`src/rtl/ifu_fetch.sv`:
```
// ifu_fetch: multi-cycle instruction fetch stage with a valid/ready imem port and a valid/ready decode handoff.
// Ports:
//   i_clk, i_rst                   clock, synchronous active-high reset
//   i_npc, i_npc_valid             next PC strobe from the PC unit
//   o_imem_req_valid/i_imem_req_ready, o_imem_addr         fetch request
//   i_imem_rsp_valid/o_imem_rsp_ready, i_imem_rsp_data     fetch response
//   o_pc, o_instr, o_post_valid/i_post_ready               handoff to decode
//   o_perf_fetch_cnt, o_perf_stall_cnt                     only with IFU_PERF_CNT_EN defined
module ifu_fetch #(
  parameter int CPU_WIDTH = 32,
  parameter int INS_WIDTH = 32,
  parameter logic [CPU_WIDTH-1:0] PC_RESET = 32'h8000_0000
) (
  input  logic                 i_clk,
  input  logic                 i_rst,
  input  logic [CPU_WIDTH-1:0] i_npc,
  input  logic                 i_npc_valid,
  output logic                 o_imem_req_valid,
  input  logic                 i_imem_req_ready,
  output logic [CPU_WIDTH-1:0] o_imem_addr,
  input  logic                 i_imem_rsp_valid,
  output logic                 o_imem_rsp_ready,
  input  logic [INS_WIDTH-1:0] i_imem_rsp_data,
  output logic [CPU_WIDTH-1:0] o_pc,
  output logic [INS_WIDTH-1:0] o_instr,
  output logic                 o_post_valid,
`ifdef IFU_PERF_CNT_EN
  output logic [63:0]          o_perf_fetch_cnt,
  output logic [63:0]          o_perf_stall_cnt,
`endif
  input  logic                 i_post_ready
);
  localparam logic [1:0] S_REQ = 2'd0, S_RSP = 2'd1, S_OUT = 2'd2, S_WAIT = 2'd3;
  localparam logic [INS_WIDTH-1:0] NOP = INS_WIDTH'(32'h0000_0013);
  logic [1:0] state, state_nxt;
  logic [CPU_WIDTH-1:0] pc;
  logic [INS_WIDTH-1:0] instr;
  logic req_fire, rsp_fire, out_fire, take_npc;
  assign req_fire = (state == S_REQ) && i_imem_req_ready;
  assign rsp_fire = (state == S_RSP) && i_imem_rsp_valid;
  assign out_fire = (state == S_OUT) && i_post_ready;
  // npc is only consumed on the handoff cycle or while parked in S_WAIT
  assign take_npc = i_npc_valid && (out_fire || (state == S_WAIT));
  always_comb begin
    state_nxt = req_fire ? S_RSP :
                rsp_fire ? S_OUT :
                take_npc ? S_REQ :
                out_fire ? S_WAIT : state;
  end
  always_ff @(posedge i_clk) begin
    if (i_rst) begin
      state <= S_REQ;
      pc    <= PC_RESET;
      instr <= NOP;
    end else begin
      state <= state_nxt;
      if (take_npc) pc <= {i_npc[CPU_WIDTH-1:2], 2'b00};
      if (rsp_fire) instr <= i_imem_rsp_data;
    end
  end
  assign o_imem_req_valid = (state == S_REQ);
  assign o_imem_rsp_ready = (state == S_RSP);
  assign o_post_valid     = (state == S_OUT);
  assign o_imem_addr      = pc;
  assign o_pc             = pc;
  assign o_instr          = instr;
`ifdef IFU_PERF_CNT_EN
  logic stall;
  assign stall = ((state == S_REQ) && !i_imem_req_ready) || ((state == S_RSP) && !i_imem_rsp_valid);
  always_ff @(posedge i_clk) begin
    if (i_rst) begin
      o_perf_fetch_cnt <= '0;
      o_perf_stall_cnt <= '0;
    end else begin
      if (rsp_fire) o_perf_fetch_cnt <= o_perf_fetch_cnt + 64'd1;
      if (stall) o_perf_stall_cnt <= o_perf_stall_cnt + 64'd1;
    end
  end
`endif
endmodule
```
`config.mk`:
```
export PLATFORM = sky130hd
export DESIGN_NAME = ifu_fetch
export DESIGN_NICKNAME = d
export VERILOG_FILES = /design/src/rtl/ifu_fetch.sv
export SDC_FILE = /design/constraint.sdc
export NUM_CORES = 1
export LEC_CHECK = 0
export ABC_AREA = 1
export CORE_MARGIN = 2
export CORE_UTILIZATION = 37
export CTS_CLUSTER_DIAMETER = 40
export DETAILED_ROUTE_END_ITERATION = 12
export PLACE_DENSITY = 0.8
export SETUP_SLACK_MARGIN = 0.15
export SKIP_CTS_REPAIR_TIMING = 1
export SYNTH_ARGS = -nofsm -noshare
export SYNTH_HDL_FRONTEND = slang
export SYNTH_SLANG_ARGS = --single-unit
```
`constraint.sdc`:
```
create_clock -name i_clk -period 1.5 [get_ports i_clk]
set_clock_uncertainty 0.15 [all_clocks]
set_input_delay 0.15 -clock i_clk [delete_from_list [all_inputs] [get_ports i_clk]]
set_output_delay 0.15 -clock i_clk [all_outputs]
set_load 0.01 [all_outputs]
```
## Yosys cells after proc, flatten, opt, wreduce, memory -nomap -nowiden

Cells that the tools add are included.
W data, S select, Z words.

- Register bits after elaboration: 64
- Bits of input ports: 70
- Logic and storage cells: 20

- Equality and inequality tests: 3
- Muxes and demuxes: 4
- Reduce and logical (&&, ||, !) cells: 9

Operator list:

| operator | number |
|---|---|
| $mux W2 | 3 |
| $eq A2 B2 Y1 const B | 2 |
| $logic_and A1 B1 Y1 | 4 |
| $reduce_bool A4 Y1 | 1 |
| $reduce_bool A3 Y1 | 1 |
| $eq A2 B1 Y1 const B | 1 |
| $logic_not A2 Y1 | 1 |
| $reduce_or A2 Y1 | 1 |
| $logic_or A1 B1 Y1 | 1 |
| $mux W1 | 1 |

## Depth between registers and ports, before layout

Gate-level depths: netlist (run 1).

- Depth in word-level cells: 7
- Depth in mapped cells: 6
- Mapped depth without buffers: 5

## Least setup slack after synthesis (run 1)

Ideal clock, no wire load.

- Kind: reg-to-reg
- From: reg state[1]
- To: reg pc[10] (netlist: o_imem_addr[10])
- Setup time: 116 ps
- Data arrival time: 944 ps
- Slack: 290 ps
- Cell stages (with the launch flop): 7
- Path buffers: 1
- Clock period less this slack: 1,210 ps
- Cells stage by stage: dfxtp_1 -> nand2_2 -> nor2_4 -> inv_4 -> buf_6 -> nor2_2 -> nor2_1

- Longest elaborated chain between the ends: 4
- Elaborated cells on any way between the ends: 5

Ends and longest elaborated chain:

| item | line | RTL |
|---|---|---|
| from (decl) | 35 | `logic [1:0] state, state_nxt;` |
| from (signal assigned) | 56 | `state <= state_nxt;` |
| $eq A2 B2 Y1 | 41 | `assign out_fire = (state == S_OUT) && i_post_ready;` |
| $logic_and A1 B1 Y1 | 41 |  |
| $logic_or A1 B1 Y1 (*) | 43 | `assign take_npc = i_npc_valid && (out_fire \|\| (state == S_WAIT));` |
| $logic_and A1 B1 Y1 (*) | 43 |  |
| to (signal assigned) | 57 | `if (take_npc) pc <= {i_npc[CPU_WIDTH-1:2], 2'b00};` |
| to (decl) | 36 | `logic [CPU_WIDTH-1:0] pc;` |

Every way passes the cells marked *; elsewhere a longest branch is shown, timed or not.
A chain may end at the register's enable or synchronous reset.

## Final worst setup path (run 1)

- From: reg state[1]
- To: reg pc[19] (netlist: o_imem_addr[19])

The elaborated chain is that of the path after synthesis.

==> results of run 1 <==
[placed cells by master (no fill, tap or decap), drive strengths merged]
cell,n
a21oi,31
nor2,63
dlymetal6s2s,92
nand3,6
clkdlybuf4s50,66
o21ai,29
clkbuf,16
conb,4
inv,8
nand2,70
clkinvlp,1
buf,16
clkinv,3
dfxtp,64
[cell families (layout without fill, tap and decap cells)]
group | after synthesis | count (layout) | synth area share
compound gates | 60 | 60 | 0.143
simple gates | 139 | 139 | 0.247
buf+inv | 59 | 202 | 0.152
other cells | 1 | 4 | 0.00134
flops | 64 | 64 | 0.457
[worst register-to-register path, cell delays in order, from the launching register on]
cell and delay (ns):
dfxtp_4 0.38, nand2_4 0.06, nor2_4 0.22, buf_6 0.18, clkbuf_16 0.16, o21ai_2 0.05, nor2_1 0.15
[stage by stage]
stage                     std cells  setup TNS, ns
after floorplan                 326              0
after global placement          544         -0.161
after detailed placement        544          -1.34
after CTS                       559          -4.08
after global routing            568              0
final                           568              0
[state kept, by name, indices dropped and copies added (netlist names)]
name and count:
o_imem_addr 30, state 2, o_instr 32
[routing by layer]
metal / up-vias / global-route usage
met1: 1241 / 0.200
met4: 0 / 0.0480
li1: 1265 / -
met2: 123 / 0.291
met3: 12 / 0.0680
met5: - / 0
[report_power, final]
part,total (µW),internal [µW],switching [µW]
logic,807,441,366
registers,1830,1780,58.0
clock network,1270,676,596
[worst max path at each step]
stage                     startpoint                      endpoint  cells after the start
6_report       state[1]$_SDFFE_PP0P_  o_imem_addr[19]$_SDFFE_PP0P_                      6
5_1_grt        state[1]$_SDFFE_PP0P_  o_imem_addr[19]$_SDFFE_PP0P_                      6
4_1_cts        state[1]$_SDFFE_PP0P_                  o_post_valid                      3
3_5_place_dp            i_post_ready         state[1]$_SDFFE_PP0P_                      6
3_3_place_gp            i_post_ready         state[1]$_SDFFE_PP0P_                      6
2_1_floorplan  state[1]$_SDFFE_PP0P_  o_imem_addr[10]$_SDFFE_PP0P_                      6
[final cells by class]
class,count,share of cell area
well taps,99,0.0249
repair buffers,178,0.418
repair inverters,2,0.00352
clock inverters,3,0.00352
clock buffers,12,0.0311
inverters,7,0.00879
multi-input cells,203,0.251
flip-flops and latches,64,0.259
==> results.cfg, run 1 <==
[die]
dieArea_mm2 = 0.00830
core_mm2 = 0.00729
ios = 169
num_rows = 31
start_util = 0.385
die_y_um = 91.1
die_w_um = 91.1

[routing]
wirelength_met1_mm = 3.76
drtIter0Drc = 71
met3WireLength_um = 665
met2_length_mm = 4.60
via_per_inst = 4.65
wl_mm = 9.16
num_vias = 2641
drt-wirelength-per-cell_um = 16.1
drc = 0
ant_nets = 0
dr.pass1.iters = 4
highest_layer = met4

[clock_network]
h-tree-depth = 3
cts.sinks = 64
clk_path_buf_depth = 2
cts_tree = yes
root_buffer = clkbuf_8
cts_buffers = 9
clock_latency_ns = 0.32
clk_pin_slew_worst_paths_ns = 0.07

[synthesis]
synthTopCellsByArea = dfxtp_1 (46%), buf_4 (9.1%), a21oi_2 (8.4%)
ys_seq_area_frac = 0.457
yosysMostFrequentCell = dfxtp_1
synth-edff-count = 0
ys_seq_elements = 64
yosys-top-cells-count = dfxtp_1 (64), nand2_1 (42), buf_4 (34)
syn-cell-area_mm2 = 0.00281
ys_types = 21
yosysTopAreaCellShare = 0.457
yosysTopAreaCell = dfxtp_1
synth_flop_cell = dfxtp_1
yosysWarnings = 0
netlist_instances = 323
synthArstFlopShare = 0
syn_area_per_cell_um2 = 8.69

[grt]
antenna_found_initial = 0
overflow = 0
first_global_vias = 2353
grt_max_degree = 34
track_usage = 0.171
grt_pass1_wl_mm = 11.5

[timing]
post-route-worst-setup-slack_ns = 0.0814
rsz0062_at_grt = true
fin_crit_sh = 0.946
setup_violations = 0
hold_viol_final = 0
worst_pin_slew_ns = 0.529
hold_slack_ns = 0.232
slew_violations = 0
max-slew-margin-rel = 0.647
fmax_mhz = 705
period_needed_ns = 1.42

[worst_setup_path]
critPathLaunchType = flop
r2r_start = state[1]$_SDFFE_PP0P_
crit_type = flop to flop
path_cells = nand2_4 -> nor2_4 -> buf_6 -> clkbuf_16 -> o21ai_2 -> nor2_1
crit_arrival_ns = 1.52
rrSetupSlack_ns = 0.08
crit_required_ns = 1.60
path_buf_inv = 2
endpoint_kind = flop
slowest_delay_ns = 0.38
critPathMaxFanout = 5
slowest_stage = dfxtp_4
cpLargestDelayFamily = simple AND/OR/NAND/NOR gates
reg2reg_depth = 6
r2r_end = o_imem_addr[19]$_SDFFE_PP0P_

[place]
place_ws_ns = -0.114
port_buffers = 162
dpl_cell_area_mm2 = 0.00426
dp_hpwl_mm = 5.61
gp_congestion = 0.718

[finish]
nets = 535
multi_input_area_mm2 = 0.00125
seq_area_mm2 = 0.00129
n_fill_cell = 519
synthToLayoutAreaGrowth_pct = 77.5
antenna_cells = 0
fin_util = 0.683
drive_gt1_frac = 0.339
postLayoutCellArea_mm2 = 0.00498

[status]
outcome = finished clean

[worst_hold_path]
whs_path_depth = 3
whs_endpoint = o_instr[17]$_SDFFE_PP0P_
worstHoldPathType = input pin to flop
hp-start = i_imem_rsp_data[17]

[power_and_ir_drop]
total_power_uw = 3910
irDropWorstVdd_mv = 0.416
powerDensity_mw_per_mm2 = 785
power_leakage_uw = 0.00328

[run]
drv_cap = 0
(Power assumes the default switching activity.)
==> inputs of run 2 (changes only) <==
==> constraint.sdc (replaced) <==
create_clock -name i_clk -period 1.5 [get_ports i_clk]
set_clock_uncertainty 0.15 [all_clocks]
set_input_delay 0.15 -clock i_clk [delete_from_list [all_inputs] [get_ports i_clk]]
set_output_delay 0.15 -clock i_clk [all_outputs]
set_load 0.005 [all_outputs]
==> results.cfg, run 2 (synthesis gave the netlist of run 1 again) <==
[finish]
fin_util = 0.684
nets = 537
mostFrequentLayoutCell = dlymetal6s2s_1
drive_gt1_frac = 0.393
antenna_cells = 0
largest_reg_flops = 32
synthToLayoutAreaGrowth_pct = 77.8
n_fill_cell = 513
most-common-layout-cells = dlymetal6s2s_1 (94), clkdlybuf4s50_1 (66), nand2_1 (41), dfxtp_2 (36), nor2_1 (32)

[grt]
use_met2 = 0.291
track_usage = 0.171
overflow = 0
grt_pass1_wl_mm = 11.5
first_global_vias = 2353
use_met3 = 0.0680
use_met1 = 0.200
grt_max_degree = 34
top_usage_layer = met2
antenna_found_initial = 0

[worst_setup_path]
path_depth = 6
rrSetupSlack_ns = 0.06
slowest_delay_ns = 0.39
reg2reg_depth = 6
slowest_stage = dfxtp_4
path_buf_inv = 2
crit_arrival_ns = 1.54
critPathMaxFanout = 9
endpoint_kind = flop
critPathLaunchType = flop
crit_required_ns = 1.60
r2r_start = state[1]$_SDFFE_PP0P_
crit_end = o_imem_addr[24]$_SDFFE_PP0P_
cpLargestDelayFamily = simple AND/OR/NAND/NOR gates
path_cells = nand2_4 -> nor2_4 -> buf_6 -> clkbuf_16 -> o21ai_0 -> nor2_1
startpoint = state[1]$_SDFFE_PP0P_
r2r_end = o_imem_addr[24]$_SDFFE_PP0P_
crit_type = flop to flop

[power_and_ir_drop]
powerDensity_mw_per_mm2 = 774
power_leakage_uw = 0.00333
irDropWorstVdd_mv = 0.416

[place]
place_ws_ns = -0.114
port_buffers = 162
dp_hpwl_mm = 5.61
gp_congestion = 0.718

[routing]
ant_nets = 0
via_per_inst = 4.69
drc = 0
drtIter0Drc = 67
drt-wirelength-per-cell_um = 16.0
num_vias = 2671
dr.pass1.iters = 4
wl_mm = 9.10

[die]
core_mm2 = 0.00729
die_w_um = 91.1
num_rows = 31
ios = 169
start_util = 0.385
die_y_um = 91.1
dieArea_mm2 = 0.00830

[timing]
rsz0062_at_grt = true
hold_viol_final = 0
fmax_mhz = 697
slew_violations = 0
tns_ns = 0
fin_crit_sh = 0.957
setup_violations = 0
period_needed_ns = 1.44
post-route-worst-setup-slack_ns = 0.0650

[clock_network]
h-tree-depth = 3
clk_path_buf_depth = 2
cts_tree = yes
clk_pin_slew_worst_paths_ns = 0.07
cts.sinks = 64
cts_buffers = 9
root_buffer = clkbuf_8
clock_latency_ns = 0.32

[run]
drv_cap = 0

[worst_hold_path]
worstHoldPathType = input pin to flop

[status]
outcome = finished clean
[run 2: cell count changes in the layout (fill, tap and decap cells not counted), sizes merged]
cell          delta
dlymetal6s2s     +2
buf              +1
clkbuf           -1
clkinv           +1
inv              -1
[run 2: layout make-up]
class                      instances  area, µm²  share of cell area
multi-input combinational        203       1210               0.242
tap                               99        124              0.0248
clock inverter                     3       17.5             0.00351
timing repair inverter             2       17.5             0.00351
timing repair buffer             180       2090               0.420
clock buffer                      12        155              0.0311
inverter                           7       42.5             0.00852
sequential                        64       1330               0.267
[run 2: worst min path at each step]
stage | startpoint | slack, ns | depth (start not counted) | to
2_1_floorplan | i_rst | 0.07 | 1 | o_instr[16]$_SDFFE_PP0P_
3_3_place_gp | o_instr[17]$_SDFFE_PP0P_ | 0.30 | 2 | o_instr[17]$_SDFFE_PP0P_
3_5_place_dp | o_instr[16]$_SDFFE_PP0P_ | 0.31 | 2 | o_instr[16]$_SDFFE_PP0P_
4_1_cts | i_rst | 0.13 | 4 | o_instr[4]$_SDFFE_PP1P_
5_1_grt | i_imem_rsp_data[6] | 0.22 | 3 | o_instr[6]$_SDFFE_PP0P_
6_report | i_rst | 0.22 | 4 | o_instr[4]$_SDFFE_PP1P_
[run 2: tightest hold or removal path, stage by stage]
cell	delay, ns
buf_2	0.09
inv_1	0.03
buf_4	0.25
nand3_1	0.14
[run 2: power by group]
part	switching [µW]	internal [µW]
logic	313	427
clock network	612	676
registers	54.6	1780
total	979	2890
[run 2: routing by layer]
layer  up-vias  part of all wire
met5         -                 0
li1       1272                 -
met3         6             0.075
met1      1265              0.42
met4         0            0.0075
met2       128              0.50
[run 2: per-stage QoR]
step,hold WS [ns],power [µW],cell area (µm²),instances
final,0.224,3860,4990,570
after global routing,0.222,4050,4990,570
after CTS,0.130,3840,4430,559
after detailed placement,0.310,2560,4260,544
after global placement,0.305,2540,4260,544
after floorplan,0.0691,2150,2820,326
==> inputs of run 3 (changes only) <==
--- a/config.mk
+++ b/config.mk
@@ -7,10 +7,10 @@
 export LEC_CHECK = 0
 export ABC_AREA = 1
 export CORE_MARGIN = 2
-export CORE_UTILIZATION = 37
+export CORE_UTILIZATION = 30
 export CTS_CLUSTER_DIAMETER = 40
 export DETAILED_ROUTE_END_ITERATION = 12
-export PLACE_DENSITY = 0.8
+export PLACE_DENSITY = 0.67
 export SETUP_SLACK_MARGIN = 0.15
 export SKIP_CTS_REPAIR_TIMING = 1
 export SYNTH_ARGS = -nofsm -noshare
==> results.cfg, run 3 (synthesis gave the netlist of run 1 again) <==
[finish]
antenna_cells = 0
synthToLayoutAreaGrowth_pct = 75.1
nets = 535
largest_reg_flops = 32
mostFrequentLayoutCell = dlymetal6s2s_1
fin_util = 0.537
drive_gt1_frac = 0.353
postLayoutCellArea_mm2 = 0.00491
most-common-layout-cells = dlymetal6s2s_1 (94), clkdlybuf4s50_1 (66), nand2_1 (41), dfxtp_2 (35), nor2_1 (32)

[die]
dieArea_mm2 = 0.0101
num_rows = 35
core_mm2 = 0.00915
die_y_um = 101
die_w_um = 101
ios = 169
start_util = 0.307

[place]
gp_congestion = 0.730
port_buffers = 162
place_ws_ns = -0.123
dpl_cell_area_mm2 = 0.00429
dp_hpwl_mm = 5.32

[power_and_ir_drop]
irDropWorstVdd_mv = 0.548
powerDensity_mw_per_mm2 = 848
power_leakage_uw = 0.00336

[worst_setup_path]
crit_arrival_ns = 1.39
crit_required_ns = 1.58
crit_type = flop to flop
critPathLaunchType = flop
critPathMaxFanout = 15
endpoint_kind = flop

[grt]
antenna_found_initial = 0
overflow = 0
grt_max_degree = 32
track_usage = 0.143
first_global_vias = 2438
grt_pass1_wl_mm = 11.4

[timing]
slew_violations = 0
fmax_mhz = 762
fin_crit_sh = 0.874
hold_viol_final = 0
setup_violations = 0
post-route-worst-setup-slack_ns = 0.189
rsz0062_at_grt = true
period_needed_ns = 1.31

[clock_network]
cts_tree = yes
h-tree-depth = 3
clk_pin_slew_worst_paths_ns = 0.08
clock_latency_ns = 0.33
clk_path_buf_depth = 2
root_buffer = clkbuf_8
cts_buffers = 9
cts.sinks = 64

[routing]
drtIter0Drc = 63
wl_mm = 7.82
dr.pass1.iters = 4
num_vias = 2547
via_per_inst = 4.38
ant_nets = 0
drc = 0
drt-wirelength-per-cell_um = 13.5

[status]
outcome = finished clean

[worst_hold_path]
worstHoldPathType = input pin to flop

[run]
drv_cap = 0
run 3: changes by cell type in the layout (fill, tap and decap cells not counted), sizes merged:
| cell | change |
|---|---|
| clkbuf | -5 |
| buf | +2 |
| bufinv | +2 |
run 3: where the power goes:
part	leakage, µW	total [µW]	internal [µW]	switching, µW
logic	0.00271	704	418	286
clock network	0.000110	1640	938	698
registers	0.000536	1830	1780	47.0
total	0.00336	4170	3140	1030
run 3: final cells by class:
type	count	area, µm²
well taps	111	139
multi-input cells	203	1120
clock inverters	7	95.1
repair buffers	180	2060
clock buffers	9	124
flip-flops and latches	64	1330
inverters	7	46.3
fillers	800	4240
run 3: stage by stage:
step           hold slack (ns)  cells  total power, µW  setup TNS [ns]
2_1_floorplan           0.0691    326             2150               0
3_3_place_gp             0.307    557             2560           -2.05
3_5_place_dp             0.308    557             2560           -2.77
4_1_cts                0.00476    573             4250           -2.97
5_1_grt                 0.0319    581             4370               0
6_report                0.0195    581             4170               0
run 3: worst paths after layout:
kind	startpoint	end	slack [ns]	cells past startpoint
max reg2reg	state[0]$_SDFFE_PP0P_	o_imem_addr[22]$_SDFFE_PP0P_	0.19	6
min	i_rst	o_instr[9]$_SDFFE_PP0P_	0.02	3
min reg2reg	o_instr[16]$_SDFFE_PP0P_	o_instr[16]$_SDFFE_PP0P_	0.32	2
max	state[0]$_SDFFE_PP0P_	o_imem_addr[22]$_SDFFE_PP0P_	0.19	6
run 3: worst max-delay path, stage by stage, from the launching register on:
cell and delay [ns]:
dfxtp_4 0.36, nor2_4 0.13, nor2_4 0.05, buf_4 0.13, clkbuf_16 0.16, o21ai_0 0.16, nor2_1 0.06
run 3: layer usage:
metal	GRT usage	up-vias	part of all wire
met5	0	-	0
met1	0.152	1162	0.39
met4	0.0527	0	0.014
li1	-	1270	-
met3	0.0735	12	0.099
met2	0.244	103	0.50
